**src/rtl/rf_ram_sched_if.sv**
```systemverilog
// Bundle of the control-unit request channels, engine start/done lines and status
// between rf_ram_sched (slave side) and its surroundings (master side).
interface rf_ram_sched_if #(
   parameter int RF_ADDR_W    = 10,
   parameter int LINE_NUM_W   = 11,
   parameter int SDRAM_ADDR_W = 32
);
   logic                    mv_req_valid;
   logic                    mv_req_ready;
   logic [RF_ADDR_W-1:0]    mv_req_src;
   logic [RF_ADDR_W-1:0]    mv_req_dst;
   logic [LINE_NUM_W-1:0]   mv_req_lines;

   logic                    ls_req_valid;
   logic                    ls_req_ready;
   logic                    ls_req_store;
   logic [RF_ADDR_W-1:0]    ls_req_rf_addr;
   logic [SDRAM_ADDR_W-1:0] ls_req_sd_addr;
   logic [LINE_NUM_W-1:0]   ls_req_lines;

   logic                    mv_start;
   logic [RF_ADDR_W-1:0]    mv_src;
   logic [RF_ADDR_W-1:0]    mv_dst;
   logic [LINE_NUM_W-1:0]   mv_lines;
   logic                    mv_done;

   logic                    ls_start;
   logic                    ls_store;
   logic [RF_ADDR_W-1:0]    ls_rf_addr;
   logic [SDRAM_ADDR_W-1:0] ls_sd_addr;
   logic [LINE_NUM_W-1:0]   ls_lines;
   logic                    ls_done;

   logic                    ram_sel;
   logic                    busy;
   logic                    cmd_done;
   logic                    cmd_done_is_ls;
   logic                    err_timeout;
   logic                    err_clr;

   modport slave (
      input  mv_req_valid, mv_req_src, mv_req_dst, mv_req_lines,
      input  ls_req_valid, ls_req_store, ls_req_rf_addr, ls_req_sd_addr, ls_req_lines,
      input  mv_done, ls_done, err_clr,
      output mv_req_ready, ls_req_ready,
      output mv_start, mv_src, mv_dst, mv_lines,
      output ls_start, ls_store, ls_rf_addr, ls_sd_addr, ls_lines,
      output ram_sel, busy, cmd_done, cmd_done_is_ls, err_timeout
   );

   modport master (
      output mv_req_valid, mv_req_src, mv_req_dst, mv_req_lines,
      output ls_req_valid, ls_req_store, ls_req_rf_addr, ls_req_sd_addr, ls_req_lines,
      output mv_done, ls_done, err_clr,
      input  mv_req_ready, ls_req_ready,
      input  mv_start, mv_src, mv_dst, mv_lines,
      input  ls_start, ls_store, ls_rf_addr, ls_sd_addr, ls_lines,
      input  ram_sel, busy, cmd_done, cmd_done_is_ls, err_timeout
   );
endinterface

```
**src/rtl/rf_ram_sched.sv**
```systemverilog
// rf_ram_sched: round-robin scheduler sharing the RF RAM port between rf_move and rf_ldst.
// state  | meaning
// IDLE   | arbitrate requests, accept one
// SETTLE | ram_sel just switched, let bram_mux settle
// START  | granted engine's start pulse is high, watchdog loaded
// WAIT   | wait for granted engine's done or watchdog terminal count
module rf_ram_sched #(
   parameter int RF_ADDR_W    = 10,
   parameter int LINE_NUM_W   = 11,
   parameter int SDRAM_ADDR_W = 32,
   parameter int TIMEOUT_W    = 16,
   parameter int TIMEOUT_CYC  = 40000
) (
   input  logic          clk,
   input  logic          rst,
   rf_ram_sched_if.slave bus
);

   typedef enum logic [1:0] {
      S_IDLE   = 2'd0,
      S_SETTLE = 2'd1,
      S_START  = 2'd2,
      S_WAIT   = 2'd3
   } state_t;

   localparam logic [TIMEOUT_W-1:0] WDOG_LOAD = TIMEOUT_W'(TIMEOUT_CYC - 1);

   state_t                  r_state;
   logic                    r_last_ls;
   logic                    r_ram_sel;
   logic                    r_mv_start;
   logic                    r_ls_start;
   logic                    r_cmd_done;
   logic                    r_cmd_done_is_ls;
   logic                    r_err;
   logic [TIMEOUT_W-1:0]    r_wdog;

   logic [RF_ADDR_W-1:0]    r_mv_src;
   logic [RF_ADDR_W-1:0]    r_mv_dst;
   logic [LINE_NUM_W-1:0]   r_mv_lines;
   logic                    r_ls_store;
   logic [RF_ADDR_W-1:0]    r_ls_rf_addr;
   logic [SDRAM_ADDR_W-1:0] r_ls_sd_addr;
   logic [LINE_NUM_W-1:0]   r_ls_lines;

   logic                    w_idle;
   logic                    w_gnt_mv;
   logic                    w_gnt_ls;
   logic                    w_cur_zero;
   logic                    w_cur_done;
   logic                    w_wdog_tc;

   // On a tie the engine that did not win last time gets the port.
   assign w_idle     = (r_state == S_IDLE);
   assign w_gnt_mv   = w_idle & bus.mv_req_valid & (~bus.ls_req_valid | r_last_ls);
   assign w_gnt_ls   = w_idle & bus.ls_req_valid & (~bus.mv_req_valid | ~r_last_ls);
   assign w_cur_zero = r_ram_sel ? (r_ls_lines == '0) : (r_mv_lines == '0);
   assign w_cur_done = r_ram_sel ? bus.ls_done : bus.mv_done;
   assign w_wdog_tc  = (r_wdog == '0);

   always_ff @(posedge clk or posedge rst) begin
      if (rst) begin
         r_state          <= S_IDLE;
         r_last_ls        <= 1'b1;
         r_ram_sel        <= 1'b0;
         r_mv_start       <= 1'b0;
         r_ls_start       <= 1'b0;
         r_cmd_done       <= 1'b0;
         r_cmd_done_is_ls <= 1'b0;
         r_err            <= 1'b0;
         r_wdog           <= '0;
         r_mv_src         <= '0;
         r_mv_dst         <= '0;
         r_mv_lines       <= '0;
         r_ls_store       <= 1'b0;
         r_ls_rf_addr     <= '0;
         r_ls_sd_addr     <= '0;
         r_ls_lines       <= '0;
      end else begin
         r_mv_start <= 1'b0;
         r_ls_start <= 1'b0;
         r_cmd_done <= 1'b0;
         if (bus.err_clr) begin
            r_err <= 1'b0;
         end

         case (r_state)
            S_IDLE: begin
               if (w_gnt_mv) begin
                  r_mv_src   <= bus.mv_req_src;
                  r_mv_dst   <= bus.mv_req_dst;
                  r_mv_lines <= bus.mv_req_lines;
                  r_ram_sel  <= 1'b0;
                  r_last_ls  <= 1'b0;
                  r_state    <= S_SETTLE;
               end else if (w_gnt_ls) begin
                  r_ls_store   <= bus.ls_req_store;
                  r_ls_rf_addr <= bus.ls_req_rf_addr;
                  r_ls_sd_addr <= bus.ls_req_sd_addr;
                  r_ls_lines   <= bus.ls_req_lines;
                  r_ram_sel    <= 1'b1;
                  r_last_ls    <= 1'b1;
                  r_state      <= S_SETTLE;
               end
            end

            S_SETTLE: begin
               // Zero-line commands complete without ever waking the engine.
               if (w_cur_zero) begin
                  r_cmd_done       <= 1'b1;
                  r_cmd_done_is_ls <= r_ram_sel;
                  r_state          <= S_IDLE;
               end else begin
                  r_mv_start <= ~r_ram_sel;
                  r_ls_start <= r_ram_sel;
                  r_state    <= S_START;
               end
            end

            S_START: begin
               r_wdog  <= WDOG_LOAD;
               r_state <= S_WAIT;
            end

            S_WAIT: begin
               if (w_cur_done) begin
                  r_cmd_done       <= 1'b1;
                  r_cmd_done_is_ls <= r_ram_sel;
                  r_state          <= S_IDLE;
               end else if (w_wdog_tc) begin
                  r_err   <= 1'b1;
                  r_state <= S_IDLE;
               end else begin
                  r_wdog <= r_wdog - 1'b1;
               end
            end

            default: r_state <= S_IDLE;
         endcase
      end
   end

   assign bus.mv_req_ready   = w_gnt_mv;
   assign bus.ls_req_ready   = w_gnt_ls;
   assign bus.mv_start       = r_mv_start;
   assign bus.mv_src         = r_mv_src;
   assign bus.mv_dst         = r_mv_dst;
   assign bus.mv_lines       = r_mv_lines;
   assign bus.ls_start       = r_ls_start;
   assign bus.ls_store       = r_ls_store;
   assign bus.ls_rf_addr     = r_ls_rf_addr;
   assign bus.ls_sd_addr     = r_ls_sd_addr;
   assign bus.ls_lines       = r_ls_lines;
   assign bus.ram_sel        = r_ram_sel;
   assign bus.busy           = ~w_idle;
   assign bus.cmd_done       = r_cmd_done;
   assign bus.cmd_done_is_ls = r_cmd_done_is_ls;
   assign bus.err_timeout    = r_err;

endmodule

```
**src/flat_wrapper.sv**
```systemverilog
// flat-port wrapper written by rule: the top's interface ports become plain ports
module rf_ram_sched_flat 
#(
   parameter int RF_ADDR_W    = 10,
   parameter int LINE_NUM_W   = 11,
   parameter int SDRAM_ADDR_W = 32,
   parameter int TIMEOUT_W    = 16,
   parameter int TIMEOUT_CYC  = 40000
)
  (clk, rst, bus_mv_req_valid, bus_mv_req_src, bus_mv_req_dst, bus_mv_req_lines, bus_ls_req_valid, bus_ls_req_store, bus_ls_req_rf_addr, bus_ls_req_sd_addr, bus_ls_req_lines, bus_mv_done, bus_ls_done, bus_err_clr, bus_mv_req_ready, bus_ls_req_ready, bus_mv_start, bus_mv_src, bus_mv_dst, bus_mv_lines, bus_ls_start, bus_ls_store, bus_ls_rf_addr, bus_ls_sd_addr, bus_ls_lines, bus_ram_sel, bus_busy, bus_cmd_done, bus_cmd_done_is_ls, bus_err_timeout);
  rf_ram_sched_if #(.RF_ADDR_W(RF_ADDR_W), .LINE_NUM_W(LINE_NUM_W), .SDRAM_ADDR_W(SDRAM_ADDR_W)) bus_i ();
  input  logic clk;
  input  logic rst;
  input wire logic [$bits(bus_i.mv_req_valid)-1:0] bus_mv_req_valid;
  input wire logic [$bits(bus_i.mv_req_src)-1:0] bus_mv_req_src;
  input wire logic [$bits(bus_i.mv_req_dst)-1:0] bus_mv_req_dst;
  input wire logic [$bits(bus_i.mv_req_lines)-1:0] bus_mv_req_lines;
  input wire logic [$bits(bus_i.ls_req_valid)-1:0] bus_ls_req_valid;
  input wire logic [$bits(bus_i.ls_req_store)-1:0] bus_ls_req_store;
  input wire logic [$bits(bus_i.ls_req_rf_addr)-1:0] bus_ls_req_rf_addr;
  input wire logic [$bits(bus_i.ls_req_sd_addr)-1:0] bus_ls_req_sd_addr;
  input wire logic [$bits(bus_i.ls_req_lines)-1:0] bus_ls_req_lines;
  input wire logic [$bits(bus_i.mv_done)-1:0] bus_mv_done;
  input wire logic [$bits(bus_i.ls_done)-1:0] bus_ls_done;
  input wire logic [$bits(bus_i.err_clr)-1:0] bus_err_clr;
  output wire logic [$bits(bus_i.mv_req_ready)-1:0] bus_mv_req_ready;
  output wire logic [$bits(bus_i.ls_req_ready)-1:0] bus_ls_req_ready;
  output wire logic [$bits(bus_i.mv_start)-1:0] bus_mv_start;
  output wire logic [$bits(bus_i.mv_src)-1:0] bus_mv_src;
  output wire logic [$bits(bus_i.mv_dst)-1:0] bus_mv_dst;
  output wire logic [$bits(bus_i.mv_lines)-1:0] bus_mv_lines;
  output wire logic [$bits(bus_i.ls_start)-1:0] bus_ls_start;
  output wire logic [$bits(bus_i.ls_store)-1:0] bus_ls_store;
  output wire logic [$bits(bus_i.ls_rf_addr)-1:0] bus_ls_rf_addr;
  output wire logic [$bits(bus_i.ls_sd_addr)-1:0] bus_ls_sd_addr;
  output wire logic [$bits(bus_i.ls_lines)-1:0] bus_ls_lines;
  output wire logic [$bits(bus_i.ram_sel)-1:0] bus_ram_sel;
  output wire logic [$bits(bus_i.busy)-1:0] bus_busy;
  output wire logic [$bits(bus_i.cmd_done)-1:0] bus_cmd_done;
  output wire logic [$bits(bus_i.cmd_done_is_ls)-1:0] bus_cmd_done_is_ls;
  output wire logic [$bits(bus_i.err_timeout)-1:0] bus_err_timeout;
  assign bus_i.mv_req_valid = bus_mv_req_valid;
  assign bus_i.mv_req_src = bus_mv_req_src;
  assign bus_i.mv_req_dst = bus_mv_req_dst;
  assign bus_i.mv_req_lines = bus_mv_req_lines;
  assign bus_i.ls_req_valid = bus_ls_req_valid;
  assign bus_i.ls_req_store = bus_ls_req_store;
  assign bus_i.ls_req_rf_addr = bus_ls_req_rf_addr;
  assign bus_i.ls_req_sd_addr = bus_ls_req_sd_addr;
  assign bus_i.ls_req_lines = bus_ls_req_lines;
  assign bus_i.mv_done = bus_mv_done;
  assign bus_i.ls_done = bus_ls_done;
  assign bus_i.err_clr = bus_err_clr;
  assign bus_mv_req_ready = bus_i.mv_req_ready;
  assign bus_ls_req_ready = bus_i.ls_req_ready;
  assign bus_mv_start = bus_i.mv_start;
  assign bus_mv_src = bus_i.mv_src;
  assign bus_mv_dst = bus_i.mv_dst;
  assign bus_mv_lines = bus_i.mv_lines;
  assign bus_ls_start = bus_i.ls_start;
  assign bus_ls_store = bus_i.ls_store;
  assign bus_ls_rf_addr = bus_i.ls_rf_addr;
  assign bus_ls_sd_addr = bus_i.ls_sd_addr;
  assign bus_ls_lines = bus_i.ls_lines;
  assign bus_ram_sel = bus_i.ram_sel;
  assign bus_busy = bus_i.busy;
  assign bus_cmd_done = bus_i.cmd_done;
  assign bus_cmd_done_is_ls = bus_i.cmd_done_is_ls;
  assign bus_err_timeout = bus_i.err_timeout;
  rf_ram_sched #(.RF_ADDR_W(RF_ADDR_W), .LINE_NUM_W(LINE_NUM_W), .SDRAM_ADDR_W(SDRAM_ADDR_W), .TIMEOUT_W(TIMEOUT_W), .TIMEOUT_CYC(TIMEOUT_CYC)) u_core (.clk(clk), .rst(rst), .bus(bus_i));
endmodule
```
**config.mk**
```make
export PLATFORM = sky130hd
export DESIGN_NAME = rf_ram_sched_flat
export DESIGN_NICKNAME = d
export VERILOG_FILES = /design/src/rtl/rf_ram_sched_if.sv /design/src/rtl/rf_ram_sched.sv /design/src/flat_wrapper.sv
export SDC_FILE = /design/constraint.sdc
export NUM_CORES = 1
export LEC_CHECK = 0
export BUFFER_PORTS_ARGS = -buffer_cell sky130_fd_sc_hd__buf_4
export CAP_MARGIN = 20
export CORE_ASPECT_RATIO = 0.75
export CORE_UTILIZATION = 48
export DETAILED_ROUTE_END_ITERATION = 16
export PLACE_DENSITY = 0.8
export SKIP_CTS_REPAIR_TIMING = 1
export SLEW_MARGIN = 30
export SYNTH_ARGS = -nofsm -noshare
export SYNTH_HDL_FRONTEND = slang
export SYNTH_SLANG_ARGS = --single-unit
```
**constraint.sdc**
```tcl
create_clock -name clk -period 4.12 [get_ports clk]
set_input_delay 0.618 -clock clk [delete_from_list [all_inputs] [get_ports clk]]
set_output_delay 0.618 -clock clk [all_outputs]
set_load 0.02 [all_outputs]
```
==> impl_metrics.toml <==
[logic_synthesis]
netlist_instances = 341
synthArstFlopShare_pct = 100
ys_warn_count = 0
yosys.cell_types.count = 38
yosysSeqAreaShare_pct = 60.1
synthesis.nets = 434
synth_area_per_cell_um2 = 13.4
synth_seq_cells = 110
synth_flop_cell = "dfrtp_1"
syn_area_um2 = 4590
synth_edf_count = 0

[floorplan]
core_um2 = 9160
die_area_um2 = 9950
die_h_um = 86.6
start_util_pct = 50.1
fp.dieW_um = 115
io_pins = 186
core.rowCount = 30

[clock_tree]
clk_latency_ns = 0.34
cts.sinks = 110
cts_buffer_depth = 2
path_clk_slew_ns = 0.07
numCtsBuffers = 9
cts-htree-levels = 3
clockRootBuffer = "clkbuf_16"
cts_tree = "done"

[job]
drv_cap = 0

[critical_path]
path_cells = "nor2_1, and3_2, buf_4"
max_stage_delay_ns = 0.55
cp_data_required_time_ns = 3.50
path_class = "reg -> out"
critical_path_buf_inv_count = 1
rr_endpoint = "u_core.r_wdog[1]$_DFFE_PP0P_"
worst_setup_path_start_kind = "flop"
critPathTopFamily = "simple AND/OR/NAND/NOR gates"
arrival_ns = 1.85
cpMaxStageDelayCell = "and3_2"
r2r_slack_ns = 1.68
r2r_cells = 6
cp-end-kind = "primary output"
r2r-start = "u_core.r_wdog[0]$_DFFE_PP0P_"
crit_fanout = 23

[global_route]
grt.met2_usage_pct = 39.9
grt_util_met1_pct = 28.2
grtUsageMet3_pct = 8.32
grt_pass1_vias = 3528
grt-busiest-layer = "met2"
grt_overflow = 0
grt_max_degree = 67
grt_pass1_wl_um = 17700
grt_use_total_pct = 23.6
antenna_found_initial = 0

[status]
status = "complete, no violations"

[final_layout]
final_layout_size_suffix_gt1_share_pct = 55.6
areaGrowthSynthToFinish_pct = 39.3
seqCellArea_um2 = 2750
multi_input_area_um2 = 1740
final.fill_count = 689
antenna_cells = 0
nNetsFinal = 618
final_area_um2 = 6390

[drt]
drtAntennaViolNets = 0
dr.pass1.iters = 5
drc = 0
drt_iter0_drc = 239
vias = 3525
viasPerCell = 5.37
routed_wl_um = 11100
wire_per_inst_um = 17.0

[sta]
max_freq_mhz = 404
max_slew.worst_pin.slew_ns = 0.853
slew_headroom_pct = 42.7
rsz0062_at_grt = "no"
setup_viol = 0
slew_violations = 0
fin_tns_setup_ns = 0
hold_viol = 0
fin_crit_sh_pct = 60.0
period_needed_ns = 2.47
fin_skew_ns = 0.00757

[min_path]
min_path_type = "in -> async"

[pwr]
power_density_nw_per_um2 = 782
p_leak_nw = 2.96
ir_drop_uv = 487

[place]
place.gp.congestion = 0.885
dpl-instance-area_um2 = 6100
hpwl_um = 8370
portBuffers = 185
sequential cells by signal, summed over array words and instances, names as in the netlist, 10 cells and up, named ones only:
| register | flops |
|---|---|
| u_core.bus.mv_lines | 11 |
| u_core.bus.mv_src | 10 |
| u_core.bus.ls_rf_addr | 10 |
| u_core.r_wdog | 16 |
| u_core.bus.ls_lines | 11 |
| u_core.bus.mv_dst | 10 |
| u_core.bus.ls_sd_addr | 32 |
Yosys cell counts, types with 2 or more instances:
cell type | number | area [µm²]
dfrtp_1 | 109 | 2730
mux2_2 | 87 | 980
clkbuf_1 | 13 | 48.8
nor2_1 | 12 | 45.0
nor4_1 | 12 | 75.1
nand2_1 | 10 | 37.5
inv_1 | 8 | 30.0
o21ai_0 | 8 | 40.0
nand3_1 | 7 | 35.0
nor3_1 | 7 | 35.0
a31oi_1 | 6 | 37.5
and4_1 | 6 | 52.6
mux2i_1 | 6 | 60.1
nand2b_1 | 6 | 37.5
or3_1 | 5 | 31.3
or4_1 | 5 | 37.5
o31ai_1 | 4 | 30.0
a21oi_1 | 3 | 15.0
and3_1 | 3 | 18.8
buf_2 | 3 | 15.0
nand4_1 | 3 | 18.8
and2_1 | 2 | 12.5
final cells by class:
class                   count  share of cell area, %
clock buffers              11                   3.64
clock inverters             4                  0.764
inverters                   8                  0.509
multi-input cells         207                   27.2
flip-flops and latches    110                   43.1
well taps                 128                   2.51
repair buffers            189                   22.2
report_power, final:
part	internal (mW)	switching, mW
clock	0.467	0.362
combinational	1.10	1.17
sequential	1.56	0.328
total	3.13	1.86
worst max-delay path by stage:
stage	to	cells past startpoint	from	slack, ns
after floorplan	async pin	1	rst	0.60
after global placement	u_core.r_wdog[1]$_DFFE_PP0P_	5	bus_ls_done	1.69
after detailed placement	u_core.r_wdog[1]$_DFFE_PP0P_	5	bus_ls_done	1.58
after CTS	bus_ls_req_ready	3	flop	1.66
after global routing	u_core.r_wdog[1]$_DFFE_PP0P_	6	u_core.r_wdog[0]$_DFFE_PP0P_	1.49
final	bus_ls_req_ready	3	flop	1.65
placed cells by master, fill, tap and decap left out, types with 2 or more instances in the layout:
| master | Yosys | final |
|---|---|---|
| or3_1 | 5 | 5 |
| and3_1 | 3 | 2 |
| nand3_1 | 7 | 7 |
| nand2b_1 | 6 | 6 |
| nor3_1 | 7 | 7 |
| a21oi_1 | 3 | 3 |
| o31ai_1 | 4 | 4 |
| mux2i_1 | 6 | 6 |
| mux2_2 | 87 | 87 |
| nand2_1 | 10 | 10 |
| a31oi_1 | 6 | 6 |
| nand4_1 | 3 | 3 |
| clkinv_2 | 0 | 2 |
| clkbuf_1 | 13 | 2 |
| o21ai_0 | 8 | 7 |
| buf_4 | 0 | 189 |
| nor4_1 | 12 | 12 |
| dfrtp_1 | 109 | 109 |
| clkbuf_16 | 0 | 9 |
| and2_1 | 2 | 2 |
| inv_1 | 8 | 7 |
| nor2_1 | 12 | 12 |
| and4_1 | 6 | 6 |
| or4_1 | 5 | 5 |
per-stage QoR:
stage	utilization [%]	worst slack (ns)	cells	power, mW	hold slack (ns)
4_1_cts	69.7	1.66	657	5.03	0.474
3_3_place_gp	66.7	1.69	642	4.10	0.490
2_1_floorplan	-	0.601	341	3.16	0.520
6_report	69.7	1.65	657	4.99	0.444
5_1_grt	69.7	1.49	657	5.25	0.476
3_5_place_dp	66.7	1.58	642	4.19	0.495
layer usage:
layer	vias to the layer above	part of all wire, %
met1	1722	38
met4	0	1.7
met3	18	8.6
met5	-	0
met2	164	52
li1	1621	-
logic make-up after synthesis:
| family | synth area share (%) |
|---|---|
| fa+ha+maj | 0.273 |
| flops | 60.1 |
| compound gates | 4.28 |
| simple gates | 10.7 |
| mux | 22.7 |
| buf+inv | 2.05 |
No activity file was read; power rests on OpenSTA's default activity.
